[src/rtl/ifc_arb_pkg.sv]
// Shared types for ifc_port_arbiter: default DUT widths, FSM states, the
// latched request record and the requester index.
package ifc_arb_pkg;

    localparam int ARB_ADDR_W = 3;
    localparam int ARB_DATA_W = 1;

    typedef enum logic [1:0] {
        IDLE  = 2'd0,
        ISSUE = 2'd1,
        RESP  = 2'd2
    } arb_state_e;

    typedef struct packed {
        logic                  write;
        logic [ARB_ADDR_W-1:0] addr;
        logic [ARB_DATA_W-1:0] wdata;
    } arb_req_t;

    typedef logic req_idx_t;

    function automatic arb_req_t make_req(input logic                  write,
                                          input logic [ARB_ADDR_W-1:0] addr,
                                          input logic [ARB_DATA_W-1:0] wdata);
        arb_req_t r;
        r.write = write;
        r.addr  = addr;
        r.wdata = wdata;
        return r;
    endfunction

endpackage

[src/rtl/rr_arb2.sv]
// Two-way round-robin pick: the requester named by ptr wins a tie,
// a lone requester always wins. Pointer state lives in the parent.
module rr_arb2
    import ifc_arb_pkg::*;
(
    input  logic [1:0] req,
    input  req_idx_t   ptr,
    output logic [1:0] grant
);

    always_comb begin
        grant = 2'b00;
        if (ptr == 1'b1) begin
            grant[1] = req[1];
            grant[0] = req[0] & ~req[1];
        end else begin
            grant[0] = req[0];
            grant[1] = req[1] & ~req[0];
        end
    end

endmodule

[src/rtl/ifc_port_arbiter.sv]
// Shares the single write/read port of the interface DUT between two masters,
// one transaction at a time. Define IFC_ARB_TIMEOUT_EN to abort stalled ISSUEs.
module ifc_port_arbiter
    import ifc_arb_pkg::*;
#(
    parameter int ADDR_W  = ARB_ADDR_W,
    parameter int DATA_W  = ARB_DATA_W,
    parameter int TIMEOUT = 15
) (
    input  logic              CLK,
    input  logic              RST_N,

    input  logic              r0_req_valid,
    input  logic              r0_req_write,
    input  logic [ADDR_W-1:0] r0_req_addr,
    input  logic [DATA_W-1:0] r0_req_wdata,
    output logic              r0_req_ready,
    output logic              r0_resp_valid,
    output logic [DATA_W-1:0] r0_resp_data,
    output logic              r0_resp_err,

    input  logic              r1_req_valid,
    input  logic              r1_req_write,
    input  logic [ADDR_W-1:0] r1_req_addr,
    input  logic [DATA_W-1:0] r1_req_wdata,
    output logic              r1_req_ready,
    output logic              r1_resp_valid,
    output logic [DATA_W-1:0] r1_resp_data,
    output logic              r1_resp_err,

    output logic [ADDR_W-1:0] write_address,
    output logic [DATA_W-1:0] write_data,
    output logic              write_en,
    input  logic              write_rdy,
    output logic [ADDR_W-1:0] read_address,
    output logic              read_en,
    input  logic [DATA_W-1:0] read_data,
    input  logic              read_rdy
);

    arb_state_e        state_q, state_d;
    req_idx_t          ptr_q, ptr_d;
    req_idx_t          owner_q, owner_d;
    arb_req_t          req_q, req_d;
    logic [DATA_W-1:0] rdata_q, rdata_d;

    logic [1:0] grant;
    logic       issue, resp, fire, abort;

    rr_arb2 u_rr (
        .req   ({r1_req_valid, r0_req_valid}),
        .ptr   (ptr_q),
        .grant (grant)
    );

    assign issue = (state_q == ISSUE);
    assign resp  = (state_q == RESP);

    assign r0_req_ready = (state_q == IDLE) && grant[0];
    assign r1_req_ready = (state_q == IDLE) && grant[1];

    // DUT enables pass the matching ready straight through, so an enable
    // can never be seen without its ready.
    assign write_en      = issue & req_q.write & write_rdy;
    assign read_en       = issue & ~req_q.write & read_rdy;
    assign fire          = write_en | read_en;
    assign write_address = issue ? req_q.addr  : '0;
    assign read_address  = issue ? req_q.addr  : '0;
    assign write_data    = issue ? req_q.wdata : '0;

    assign r0_resp_valid = resp && (owner_q == 1'b0);
    assign r1_resp_valid = resp && (owner_q == 1'b1);
    assign r0_resp_data  = r0_resp_valid ? rdata_q : '0;
    assign r1_resp_data  = r1_resp_valid ? rdata_q : '0;

`ifdef IFC_ARB_TIMEOUT_EN
    localparam int               CNT_W    = $clog2(TIMEOUT + 1);
    localparam logic [CNT_W-1:0] CNT_LAST = CNT_W'(TIMEOUT - 1);

    logic [CNT_W-1:0] cnt_q, cnt_d;
    logic             err_q, err_d;

    // Abort on the TIMEOUT-th ISSUE cycle that did not fire.
    assign abort = issue && !fire && (cnt_q == CNT_LAST);

    always_comb begin
        cnt_d = cnt_q;
        err_d = err_q;
        if (state_q == IDLE) begin
            cnt_d = '0;
        end else if (issue) begin
            if (fire) begin
                err_d = 1'b0;
            end else if (abort) begin
                err_d = 1'b1;
            end else begin
                cnt_d = cnt_q + 1'b1;
            end
        end
    end

    always_ff @(posedge CLK or negedge RST_N) begin
        if (!RST_N) begin
            cnt_q <= '0;
            err_q <= 1'b0;
        end else begin
            cnt_q <= cnt_d;
            err_q <= err_d;
        end
    end

    assign r0_resp_err = r0_resp_valid & err_q;
    assign r1_resp_err = r1_resp_valid & err_q;
`else
    assign abort       = 1'b0;
    assign r0_resp_err = 1'b0;
    assign r1_resp_err = 1'b0;

    // TIMEOUT has no effect when the abort path is compiled out.
    if (TIMEOUT < 1) begin : g_timeout_ignored
    end
`endif

    always_comb begin
        state_d = state_q;
        ptr_d   = ptr_q;
        owner_d = owner_q;
        req_d   = req_q;
        rdata_d = rdata_q;
        case (state_q)
            IDLE: begin
                if (|grant) begin
                    owner_d = grant[1];
                    req_d   = grant[1] ? make_req(r1_req_write, r1_req_addr, r1_req_wdata)
                                       : make_req(r0_req_write, r0_req_addr, r0_req_wdata);
                    state_d = ISSUE;
                end
            end
            ISSUE: begin
                if (fire) begin
                    rdata_d = req_q.write ? '0 : read_data;
                    state_d = RESP;
                end else if (abort) begin
                    rdata_d = '0;
                    state_d = RESP;
                end
            end
            RESP: begin
                ptr_d   = ~owner_q;
                state_d = IDLE;
            end
            default: state_d = IDLE;
        endcase
    end

    always_ff @(posedge CLK or negedge RST_N) begin
        if (!RST_N) begin
            state_q <= IDLE;
            ptr_q   <= 1'b0;
            owner_q <= 1'b0;
            req_q   <= '0;
            rdata_q <= '0;
        end else begin
            state_q <= state_d;
            ptr_q   <= ptr_d;
            owner_q <= owner_d;
            req_q   <= req_d;
            rdata_q <= rdata_d;
        end
    end

endmodule

[config.mk]
export PLATFORM = sky130hd
export DESIGN_NAME = ifc_port_arbiter
export DESIGN_NICKNAME = d
export VERILOG_FILES = /design/src/rtl/ifc_arb_pkg.sv /design/src/rtl/rr_arb2.sv /design/src/rtl/ifc_port_arbiter.sv
export SDC_FILE = /design/constraint.sdc
export NUM_CORES = 1
export LEC_CHECK = 0
export ABC_AREA = 1
export ABC_CLOCK_PERIOD_IN_PS = 1000
export CAP_MARGIN = 20
export CORE_ASPECT_RATIO = 0.8
export CORE_MARGIN = 5
export CORE_UTILIZATION = 34
export DETAILED_ROUTE_END_ITERATION = 8
export GPL_TIMING_DRIVEN = 0
export MAX_ROUTING_LAYER = met4
export PLACE_DENSITY = 0.73
export SYNTH_ARGS = -nofsm -noshare
export SYNTH_HDL_FRONTEND = slang
export SYNTH_SLANG_ARGS = --single-unit
[constraint.sdc]
create_clock -name CLK -period 1 [get_ports CLK]
set_input_delay 0.2 -clock CLK [delete_from_list [all_inputs] [get_ports CLK]]
set_output_delay 0.2 -clock CLK [all_outputs]
set_load 0.005 [all_outputs]
* Word-level counts from Yosys, hierarchy flattened *
Index checks and enable logic that the tools add are counted.

storage, ports and cells
  register bits = 10
  output and inout bits = 17

operators by class
  eq/ne operators = 4
  multiplexer cells = 10
  bitwise gates (word level) = 11
  reductions and logical operators = 9

operator list
  cell                                                              number
  1-bit AND                                                         6
  2-bit 2-to-1 mux                                                  3
  2-bit AND reduction                                               3
  5-bit 2-to-1 mux                                                  1
  1-bit logical AND                                                 4
  1-bit 2-to-1 mux                                                  4
  2-bit by 1-bit != test with 1-bit output (second input constant)  2
  1-bit inverter                                                    4
  2-bit one-hot mux with 2 select lines                             1
  3-bit 2-to-1 mux                                                  1
  2-bit by 1-bit == test with 1-bit output (second input constant)  1
  2-bit == test (second input constant)                             1
  2-bit zero test                                                   1
  2-bit OR reduction                                                1
  1-bit bitwise OR                                                  1

* Logic depth before layout (Yosys ltp) *
  word-level depth = 6
  depth in mapped cells = 7

* By module *
From an unflattened synthesis, not the netlist that was laid out.

unflattened totals
  cells, all modules = 95
  area, all modules = 670.6 sq um

by module, submodules not included
  module            instances  cells an instance  area an instance (sq um)  sequential area each (sq um)
  ifc_port_arbiter  1          90                 650.6                     250.2
  rr_arb2           1          5                  20.0                      0.0

* Worst setup path after synthesis *
Ideal clock, no wire load.

  kind = register to output
  start = register state_q[1]
  end = output write_address[0]
  arrival = 0.815 ns
  data required time = 0.800 ns
  setup slack = -0.015 ns
  stages on the path, launching flop included = 5
  cell sequence = dfrtp_1 -> inv_2 -> nand2_4 -> nor2_1 -> buf_4

between the ends
  cells in the longest elaborated chain, start to end = 2

RTL lines
  element                                   line                     text
  from (decl)                               ifc_port_arbiter.sv:41   arb_state_e state_q, state_d;
  from (signal assigned)                    ifc_port_arbiter.sv:164  state_q <= state_d;
  2-bit by 1-bit == test with 1-bit output  ifc_port_arbiter.sv:56   assign issue = (state_q == ISSUE);
  3-bit 2-to-1 mux                          n/a
  to (decl)                                 ifc_port_arbiter.sv:31   output logic [ADDR_W-1:0] write_address,

Every way passes these cells.

* Final worst setup path *
  start = register state_q[1]
  end = output r0_req_ready

between the ends
  cells in the longest elaborated chain, start to end = 2

RTL lines
  element            line                    text
  2-bit zero test    ifc_port_arbiter.sv:59  assign r0_req_ready = (state_q == IDLE) && grant[0];
  1-bit logical AND  ifc_port_arbiter.sv:59
  to (decl)          ifc_port_arbiter.sv:17  output logic r0_req_ready,

Every way passes these cells.

==> impl_summary.txt <==
----------------------------------------------------
[Run status]
  Result of the run ... finished, violations left
  Violated checks ... negative setup slack

[Yosys]
  Basic-gate share of the synthesized area counting and, or, nand and nor cells ... a little under two fifths
  Cells after Synth ... approximately 90
  Predominant post-synthesis flop cell ... dfrtp_1
  Proportion of synthesized area in mux cells ... 0%
  Post-synthesis compound-gate area fraction ... about 8.0%
  Cell type with the highest aggregate area in the netlist ... dfrtp_1
  Top cells by area, synth ... dfrtp_1 38%, nand2_1 17%, inv_1 6.9%
  Share of synthesized cell area in full adder, half adder and majority cells ... 0%
  Post-synthesis cell type count ... 19
  Synth warn ... 0
  Sequential share of the synthesized area ... between 30% and 40%
  Number of synthesized flops with an enable pin ... 0
  Mean instance size in the synthesized netlist ... 7.20 sq um
  List of most frequent post-synthesis cells ... 30 x nand2_1, 12 x inv_1, 10 x dfrtp_1, 8 x nor2_1, 6 x nand3_1
  Post-synthesis xor/xnor area fraction ... 0%
  Most used standard cell by instance count after synthesis ... nand2_1
  Dominant combinational cell family by area after synthesis ... simple AND/OR/NAND/NOR gates
  Fraction of registers with async set/reset ... between 90% and 100%
  Flip-flop and latch count after synthesis ... 10
  Area of the mapped netlist ... roughly 660 sq um
  Proportion of netlist area held by the largest area contributor ... 38.2%

[Worst setup path]
  Largest driver fanout on the critical path ... 3
  Element type at the critical path end ... primary output
  Type of the worst setup path ... register to primary output
  Critical Path Slowest Stage Cell ... dfrtp_2
  Worst Path Arrival ... between 1 and 1.5 ns
  Cells along the critical path ... nor2_4 > buf_6 > inv_2 > a211oi_2 > buf_2
  Delay of the slowest cell on the worst path ... between 0.4 and 0.5 ns
  Required time reported for the critical path endpoint ... 0.80 ns
  Critical path launch point type ... register

[Die]
  Number of cell rows ... 14
  Horizontal extent of the die ... 59.1 microns
  Area of the core region ... roughly 1900 sq um
  Die area ... 2910 sq um
  Number of top-level design ports ... 34
  Initial core utilization ... 35.3%
  Vertical die dimension ... 49.3 microns

[Drt]
  Drt initial violations ... 10
  Vias ... 735
  DRT Wirelength ... 2.13 mm
  Avg WL per Cell ... 13.0 microns
  Number of vias per cell after detailed routing ... around 4.5
  Number of detailed-routing iterations run before antenna repair ... 4
  DRC viols ... 0
  Number of routed nets with antenna violations ... 0

[Layout]
  Share of cells above drive strength 1 ... about 50%
  Filler Cell Count ... 150
  Post-route core utilization ... between 60 and 70%
  Antenna diode count ... 0
  Area growth from synthesis to layout ... 90.6%
  Number of nets at the end of the flow ... 158
  Post-route cell area ... 1250 sq um

[Power]
  Power Total ... approximately 3.5 mW
  Leakage power summed over all cells ... approximately 0.65 nW
  Largest voltage drop on the vdd net ... around 1.4 mV
  PwrDens ... around 2800 nW/um^2

[Place]
  Placed standard-cell area ... 990 sq um
  Number of port buffers ... 30
  Half-perimeter wire length of the detailed placement result ... around 1.3 mm
  Placer's final routability congestion estimate ... between 0.6 and 0.7
  Minimum setup slack after placement ... -0.799 ns

[STA]
  Number of hold violations in the final report ... 0
  Setup-violating endpoint count in the final report ... 24
  Min Clock Period, post-route ... between 1 and 1.5 ns
  Clock skew ... between 0.002 and 0.0025 ns
  Final worst-path setup slack ... -0.444 ns
  Max Freq ... between 600 and 700 MHz
  Hold_ws ... 0.253 ns
  Final worst path period share ... 144%
  Slew Viols, Final ... 0
  Unrepaired setup endpoints after global routing ... true

[CTS]
  Reg clk slew, reported paths ... ~0.070 ns
  TritonCTS clock tree ... yes
  Max Buffers Root-to-Sink ... 2
  Cell chosen for the clock root ... clkbuf_4
  TritonCTS buffer count ... 3
  TritonCTS sink count ... 10
  H-Tree Depth ... 1
  Latest clock arrival within the worst-skew pair ... between 0.2 and 0.3 ns

[Run]
  Max_cap viols ... 0

[Global route]
  Remaining Overflow, GRT ... 0
  Gr usage total ... between 10% and 20%
  Initial antenna violation count ... 0
  First-pass GRT wire length ... around 3.4 mm
  Maximum number of pins on one net before global-route repair ... 11
  Vias in the first global route ... about 800

[Min path]
  Hold crit path type ... primary input to async pin

----------------------------------------------------
worst max-delay path: cells and delay by family (launching register included):
| family | cells | cell delay, ns |
|---|---|---|
| buffers and inverters | 3 | 0.28 |
| flip-flops | 1 | 0.45 |
| AND/OR/NAND/NOR | 1 | 0.14 |
| AO/OA/AOI/OAI | 1 | 0.12 |
flip-flops by register name, summed over array words and instances, names as in the netlist:
signal,flops
owner_q,1
ptr_q,1
rdata_q,1
req_q,5
state_q,2
cells in the final DEF (no fill, tap or decap), types with 5 or more instances in the layout:
cell type	n
buf_4	8
inv_1	10
buf_2	10
clkdlybuf4s50_1	14
nand2_1	24
dfrtp_1	8
nand3_1	5
buf_6	13
nand2_2	6
nor2_4	9
area by class of cell:
cell class	instances	area [sq um]	area share (%)
timing repair buffer	44	399	31.9
buffer	6	60.1	4.80
clock buffer	4	36.3	2.90
tap	24	30.0	2.40
inverter	15	58.8	4.70
sequential	10	253	20.2
multi-input combinational	61	413	33.0
per-stage QoR:
step                      TNS (ns)  std cells
final                        -7.64        164
after global placement       -9.74        146
after global routing         -9.26        164
after CTS                    -7.06        163
after detailed placement     -9.94        146
after floorplan            -0.0494         92
what timing repair did:
item / in CTS / in global routing
resized for setup: 83 / 17
buffers inserted: 13 / 1
hold buffers: 0 / 0
pin swaps: 6 / 7
setup endpoints to repair: 21 / 24
hold endpoints to repair: 0 / 0
where the power goes:
group          total, mW  internal, mW  switching (mW)
clock network      0.376         0.221           0.155
registers          0.780         0.603           0.177
logic               2.36          1.22            1.14
kinds of logic after synthesis:
logic type,Yosys count
AOI/OAI and AO/OA,6
and+or+nand+nor,53
buffers and inverters,21
other,1
DFF,10
per-layer routing:
layer	up-vias	routed length, microns	GRT usage, %
li1	365	-	-
met1	339	826	16.1
met2	23	1120	28.3
met3	8	104	5.03
met4	0	82	4.53
met5	-	0	-
path summary, 6_finish.rpt:
check	from	cells past startpoint	slack, ns	endpoint
setup reg to reg	state_q[1]	8	-0.40	owner_q
max in group asynchronous	RST_N	1	0.40	state_q[0]
min in group CLK	r1_req_valid	3	0.29	state_q[0]
hold / removal	RST_N	1	0.25	rdata_q
setup / recovery	state_q[1]	5	-0.44	r0_req_ready
hold reg to reg	req_q[0]	2	0.48	req_q[0]
No activity file was read; power rests on OpenSTA's default activity.
